**config.mk**
```make
export PLATFORM = sky130hd
export DESIGN_NAME = exec_commit_stage
export DESIGN_NICKNAME = d
export VERILOG_FILES = /design/src/rtl/exec_commit_stage.sv
export SDC_FILE = /design/constraint.sdc
export NUM_CORES = 1
export LEC_CHECK = 0
export ABC_AREA = 1
export CORE_MARGIN = 2
export CORE_UTILIZATION = 36
export CTS_CLUSTER_SIZE = 25
export DETAILED_ROUTE_END_ITERATION = 10
export HOLD_SLACK_MARGIN = 0.1
export PLACE_DENSITY = 0.85
export SLEW_MARGIN = 20
export SYNTH_ARGS = -nofsm -noshare
export SYNTH_HDL_FRONTEND = slang
export SYNTH_SLANG_ARGS = --single-unit
```
**constraint.sdc**
```tcl
create_clock -name clk -period 1.5 [get_ports clk]
set_clock_uncertainty 0.15 [all_clocks]
set_input_delay 0.3 -clock clk [delete_from_list [all_inputs] [get_ports clk]]
set_output_delay 0.3 -clock clk [all_outputs]
set_load 0.01 [all_outputs]
```
**src/rtl/exec_commit_stage.sv**
```systemverilog
// Commit stage behind the ALU. It evaluates ARM condition codes against the CPSR
// flags, commits the result and flags, and squashes wrong-path shadow slots after taken branches.
module exec_commit_stage #(
  parameter int BIT_WIDTH    = 32,
  parameter int SHADOW_SLOTS = 2
) (
  input  logic                 clk,
  input  logic                 reset,
  input  logic                 flush,
  input  logic                 in_valid,
  output logic                 in_ready,
  input  logic [3:0]           in_cond,
  input  logic [BIT_WIDTH-1:0] in_result,
  input  logic [3:0]           in_nzcv,
  input  logic                 in_set_flags,
  input  logic [3:0]           in_rd,
  input  logic                 in_writes_rd,
  input  logic                 in_is_branch,
  input  logic [BIT_WIDTH-1:0] in_target,
  output logic                 out_valid,
  input  logic                 out_ready,
  output logic                 out_we,
  output logic [3:0]           out_rd,
  output logic [BIT_WIDTH-1:0] out_data,
  output logic [3:0]           cpsr_nzcv,
  output logic                 branch_taken,
  output logic [BIT_WIDTH-1:0] branch_target
);

  logic [2:0] shadow_cnt;
  logic       cond_pass;
  logic       accept;
  logic       shadowed;
  logic       commit;
  logic       f_n, f_z, f_c, f_v;

  assign {f_n, f_z, f_c, f_v} = cpsr_nzcv;

  // NOTE: a default assignment ahead of the case keeps this block purely combinational (no latch).
  always_comb begin
    cond_pass = 1'b0;
    case (in_cond)
      4'b0000: cond_pass = f_z;
      4'b0001: cond_pass = ~f_z;
      4'b0010: cond_pass = f_c;
      4'b0011: cond_pass = ~f_c;
      4'b0100: cond_pass = f_n;
      4'b0101: cond_pass = ~f_n;
      4'b0110: cond_pass = f_v;
      4'b0111: cond_pass = ~f_v;
      4'b1000: cond_pass = f_c & ~f_z;
      4'b1001: cond_pass = ~f_c | f_z;
      4'b1010: cond_pass = (f_n == f_v);
      4'b1011: cond_pass = (f_n != f_v);
      4'b1100: cond_pass = ~f_z & (f_n == f_v);
      4'b1101: cond_pass = f_z | (f_n != f_v);
      4'b1110: cond_pass = 1'b1;
      default: cond_pass = 1'b0;
    endcase
  end

  assign in_ready = ~flush & (~out_valid | out_ready);
  assign accept   = in_valid & in_ready;
  assign shadowed = (shadow_cnt != 3'd0);
  assign commit   = accept & ~shadowed & cond_pass;

  // NOTE: sequential state uses non-blocking assignments so every register samples pre-edge values.
  always_ff @(posedge clk) begin
    if (reset) begin
      out_valid     <= 1'b0;
      out_we        <= 1'b0;
      out_rd        <= '0;
      out_data      <= '0;
      cpsr_nzcv     <= '0;
      branch_taken  <= 1'b0;
      branch_target <= '0;
      shadow_cnt    <= '0;
    end else begin
      branch_taken <= 1'b0;

      // A commit can only happen when the register is empty or draining, so it may overwrite.
      if (commit) begin
        out_valid <= 1'b1;
        out_we    <= in_writes_rd;
        out_rd    <= in_rd;
        out_data  <= in_result;
      end else if (out_ready) begin
        out_valid <= 1'b0;
        out_we    <= 1'b0;
      end

      if (commit && in_set_flags) begin
        cpsr_nzcv <= in_nzcv;
      end

      if (flush) begin
        shadow_cnt <= '0;
      end else if (accept && shadowed) begin
        shadow_cnt <= shadow_cnt - 3'd1;
      end else if (commit && in_is_branch) begin
        branch_taken  <= 1'b1;
        branch_target <= in_target;
        shadow_cnt    <= 3'(SHADOW_SLOTS);
      end
    end
  end

endmodule

```
==> insert_results.sql <==
INSERT INTO impl_metrics (metric_group, metric, value, unit) VALUES
('worst_setup_path', 'crit_arrival', '1.95', 'ns'),
('sta', 'worst_slew_pin_slew', '0.2641', 'ns'),
('routing', 'drc', '0', ''),
('cts', 'cts.htree.levels', '3', ''),
('routing', 'drt-pass1-iter-count', '4', ''),
('synth', 'synth.area.top_cells', 'sky130_fd_sc_hd__dfxtp_1, sky130_fd_sc_hd__nor2_1, sky130_fd_sc_hd__nand3_1', ''),
('die', 'floorplan_die_area', '9374', 'sq um'),
('routing', 'routed_wirelength_normalized_by_instance_count', '16.72', 'microns'),
('synth', 'seq_area_frac_synth', '0.5034', ''),
('sta', 'final-max-slew-violation-count', '0', ''),
('power_and_ir_drop', 'max-vdd-ir-drop', '0.0004959', 'V'),
('cts', 'clock_tree_buffer_depth', '2', ''),
('final_layout', 'fin_nets', '681', ''),
('job', 'max-cap-violations', '0', ''),
('die', 'initial_core_util', '0.3737', ''),
('die', 'design.core.area', '8299', 'sq um'),
('routing', 'drt.antenna.violating_nets', '0', ''),
('global_route', 'grt_start_max_net_pins', '39', ''),
('synth', 'main_combinational_cell_family_by_area_after_synthesis', 'simple AND/OR/NAND/NOR gates', ''),
('worst_setup_path', 'critical_path.top_delay_family', 'simple AND/OR/NAND/NOR gates', ''),
('sta', 'setup_slack', '-0.3248', 'ns'),
('synth', 'synth-simple-area-share', '0.2795', ''),
('synth', 'synth.top_cell.area_share', '0.5034', ''),
('worst_setup_path', 'setup.reg_to_reg.worst_slack', '-0.32', 'ns'),
('die', 'rows', '33', ''),
('synth', 'flip_flop_and_latch_count_after_synthesis', '78', ''),
('routing', 'drt_iter0_drc', '135', ''),
('worst_setup_path', 'cp_num_cells', '14', ''),
('worst_setup_path', 'required', '1.63', 'ns'),
('outcome', 'outcome', 'complete, but fails checks', ''),
('synth', 'synthesis.instances', '403', ''),
('synth', 'synth-compound-area-share', '0.1363', ''),
('worst_setup_path', 'path_common_cell', 'sky130_fd_sc_hd__nand2_2', ''),
('synth', 'synthFlopType', 'sky130_fd_sc_hd__dfxtp_1', ''),
('routing', 'vias', '3565', ''),
('global_route', 'first_pass_grt_wire_length', '16260', 'microns'),
('worst_setup_path', 'critical_path.endpoint', 'branch_target[9]$_SDFFE_PP0P_', ''),
('outcome', 'failing_checks', 'negative setup slack', ''),
('worst_setup_path', 'r2r_start', 'cpsr_nzcv[3]$_SDFFE_PP0P_', ''),
('sta', 'timing.setup.tns', '-19.53', 'ns'),
('global_route', 'use_met2', '0.3723', ''),
('placed_design', 'portBuffers', '159', ''),
('synth', 'ys.warnings.count', '0', ''),
('worst_setup_path', 'class_of_the_most_critical_setup_path', 'flip-flop to flip-flop', ''),
('worst_setup_path', 'rr_worst_depth', '14', ''),
('global_route', 'busiest_layer', 'met2', ''),
('synth', 'synth_edf_count', '0', ''),
('sta', 'post-route-period-util', '1.217', ''),
('cts', 'clk_transition_reported_paths', '0.08', 'ns'),
('cts', 'clkSinkCount', '78', ''),
('worst_setup_path', 'crit_slowest_cell', 'sky130_fd_sc_hd__dfxtp_4', ''),
('sta', 'setup_violations', '79', ''),
('worst_setup_path', 'worstSetupStartpoint', 'cpsr_nzcv[3]$_SDFFE_PP0P_', ''),
('synth', 'syn_avg_cell_area', '7.697', 'sq um'),
('power_and_ir_drop', 'leak_pwr', '2.530', 'nW'),
('sta', 'rsz_0062_raised_after_global_routing', 'yes', ''),
('routing', 'drt_wl_total', '11770', 'microns'),
('cts', 'clock-root-buffer', 'sky130_fd_sc_hd__clkbuf_8', ''),
('sta', 'number_of_endpoints_with_negative_hold_slack_in_the_final_report', '0', ''),
('global_route', 'grt_usage', '0.2117', ''),
('worst_setup_path', 'crit_path_start_kind', 'flip-flop', ''),
('final_layout', 'synthToLayoutAreaGrowth', '95.08', '%'),
('power_and_ir_drop', 'pwr_density_cell', '811.4', 'nW/um^2'),
('synth', 'yosys.area_share.adder', '0.008068', ''),
('die', 'pin_count', '160', ''),
('synth', 'synthXorXnorAreaFrac', '0.002824', ''),
('worst_setup_path', 'critical_register_to_register_path_endpoint', 'branch_target[9]$_SDFFE_PP0P_', ''),
('hold_path', 'min-delay-path-class', 'flip-flop to flip-flop', ''),
('global_route', 'gr-usage-met1', '0.2454', ''),
('global_route', 'grt_antenna_before_repair', '0', ''),
('global_route', 'grt_pass1_vias', '3450', '');
[worst min-delay path, delay by kind of cell, from the launching register on]
family	cells	cell delay (ns)
AO/OA/AOI/OAI	1	0.05
AND/OR/NAND/NOR	1	0.06
flip-flops	1	0.31
[where the power goes]
group          total (mW)  internal (mW)  switching [mW]
logic                1.06          0.574           0.486
clock network        1.62          0.861           0.763
registers            2.23           2.16          0.0681
total                4.91           3.59            1.32
[cells in the mapped netlist, types with 3 or more instances]
library cell and number:
sky130_fd_sc_hd__nor2_2 3, sky130_fd_sc_hd__inv_2 4, sky130_fd_sc_hd__buf_1 3, sky130_fd_sc_hd__buf_6 5
sky130_fd_sc_hd__buf_4 3, sky130_fd_sc_hd__o21ai_1 23, sky130_fd_sc_hd__a21oi_1 42, sky130_fd_sc_hd__dfxtp_1 78
sky130_fd_sc_hd__buf_2 6, sky130_fd_sc_hd__clkbuf_1 8, sky130_fd_sc_hd__inv_1 12, sky130_fd_sc_hd__o21ai_0 16
sky130_fd_sc_hd__nand3_1 46, sky130_fd_sc_hd__nand2_1 58, sky130_fd_sc_hd__nor2_1 80
[final cells by class]
class,count,area [sq um]
well taps,105,131.4
repair buffers,205,2186
inverters,17,78.83
clock inverters,5,57.56
repair inverters,1,16.27
fillers,612,2248
multi-input cells,283,1856
flip-flops and latches,78,1577
clock buffers,10,148.9
[cell families after synthesis]
kind of cell | Yosys count
AND/OR/NAND/NOR | 197
AO/OA/AOI/OAI | 83
flip-flops | 78
buffers and inverters | 42
adder cells (fa/ha/maj) | 2
XOR/XNOR | 1
[worst min-delay path by stage]
| stage | slack (ns) | endpoint | from |
|---|---|---|---|
| floorplan | 0.28 | shadow_cnt[0]$_SDFFE_PP0P_ | shadow_cnt[0]$_SDFFE_PP0P_ |
| global route | 0.33 | branch_target[18]$_SDFFE_PP0P_ | branch_target[18]$_SDFFE_PP0P_ |
| CTS | 0.31 | branch_target[28]$_SDFFE_PP0P_ | branch_target[28]$_SDFFE_PP0P_ |
| finish | 0.32 | branch_target[18]$_SDFFE_PP0P_ | branch_target[18]$_SDFFE_PP0P_ |
| detailed placement | 0.30 | shadow_cnt[1]$_SDFFE_PP0P_ | shadow_cnt[1]$_SDFFE_PP0P_ |
| global placement | 0.29 | shadow_cnt[1]$_SDFFE_PP0P_ | shadow_cnt[1]$_SDFFE_PP0P_ |
[layout by cell type, fill, tap and decap left out, drive strengths merged]
cell type      count
nor2              84
buf               45
o21ai             39
dlygate4sd2       71
nor3               2
nand3b             2
ha                 2
nand2             62
a21oi             44
clkbuf            17
inv               18
xor2               1
clkinv             4
bufinv             1
dfxtp             78
clkdlybuf4s50     77
clkdlybuf4s15      5
nand3             47
[repair_timing]
action,CTS,global route
cloned,7,6
gates resized for setup,166,110
pin swaps,3,16
setup buffers,7,4
hold buffers,0,0
endpoints found under the setup margin,154,82
[metrics by stage]
stage	setup slack [ns]	area [sq um]	util	instances	total power, mW
global route	-0.4357	6051	0.7291	704	5.098
CTS	-0.2531	5503	0.6630	696	4.766
finish	-0.3248	6051	0.7291	704	4.910
global placement	-0.7481	4970	0.5988	667	3.068
detailed placement	-0.8274	4970	0.5988	667	3.088
floorplan	-0.1265	3139	-	403	2.587
[flip-flops by register name, indices dropped and copies added, names as in the netlist]
signal and flops:
out_valid 1, branch_target 32, out_data 32, shadow_cnt 3
out_we 1, cpsr_nzcv 4, out_rd 4, branch_taken 1
[layer usage]
| metal | part of all wire | up-vias |
|---|---|---|
| met5 | 0 | - |
| met4 | 0.022 | 0 |
| met3 | 0.042 | 21 |
| met2 | 0.52 | 138 |
| met1 | 0.41 | 1688 |
| li1 | - | 1718 |
Power figures use the tool's default switching activity.
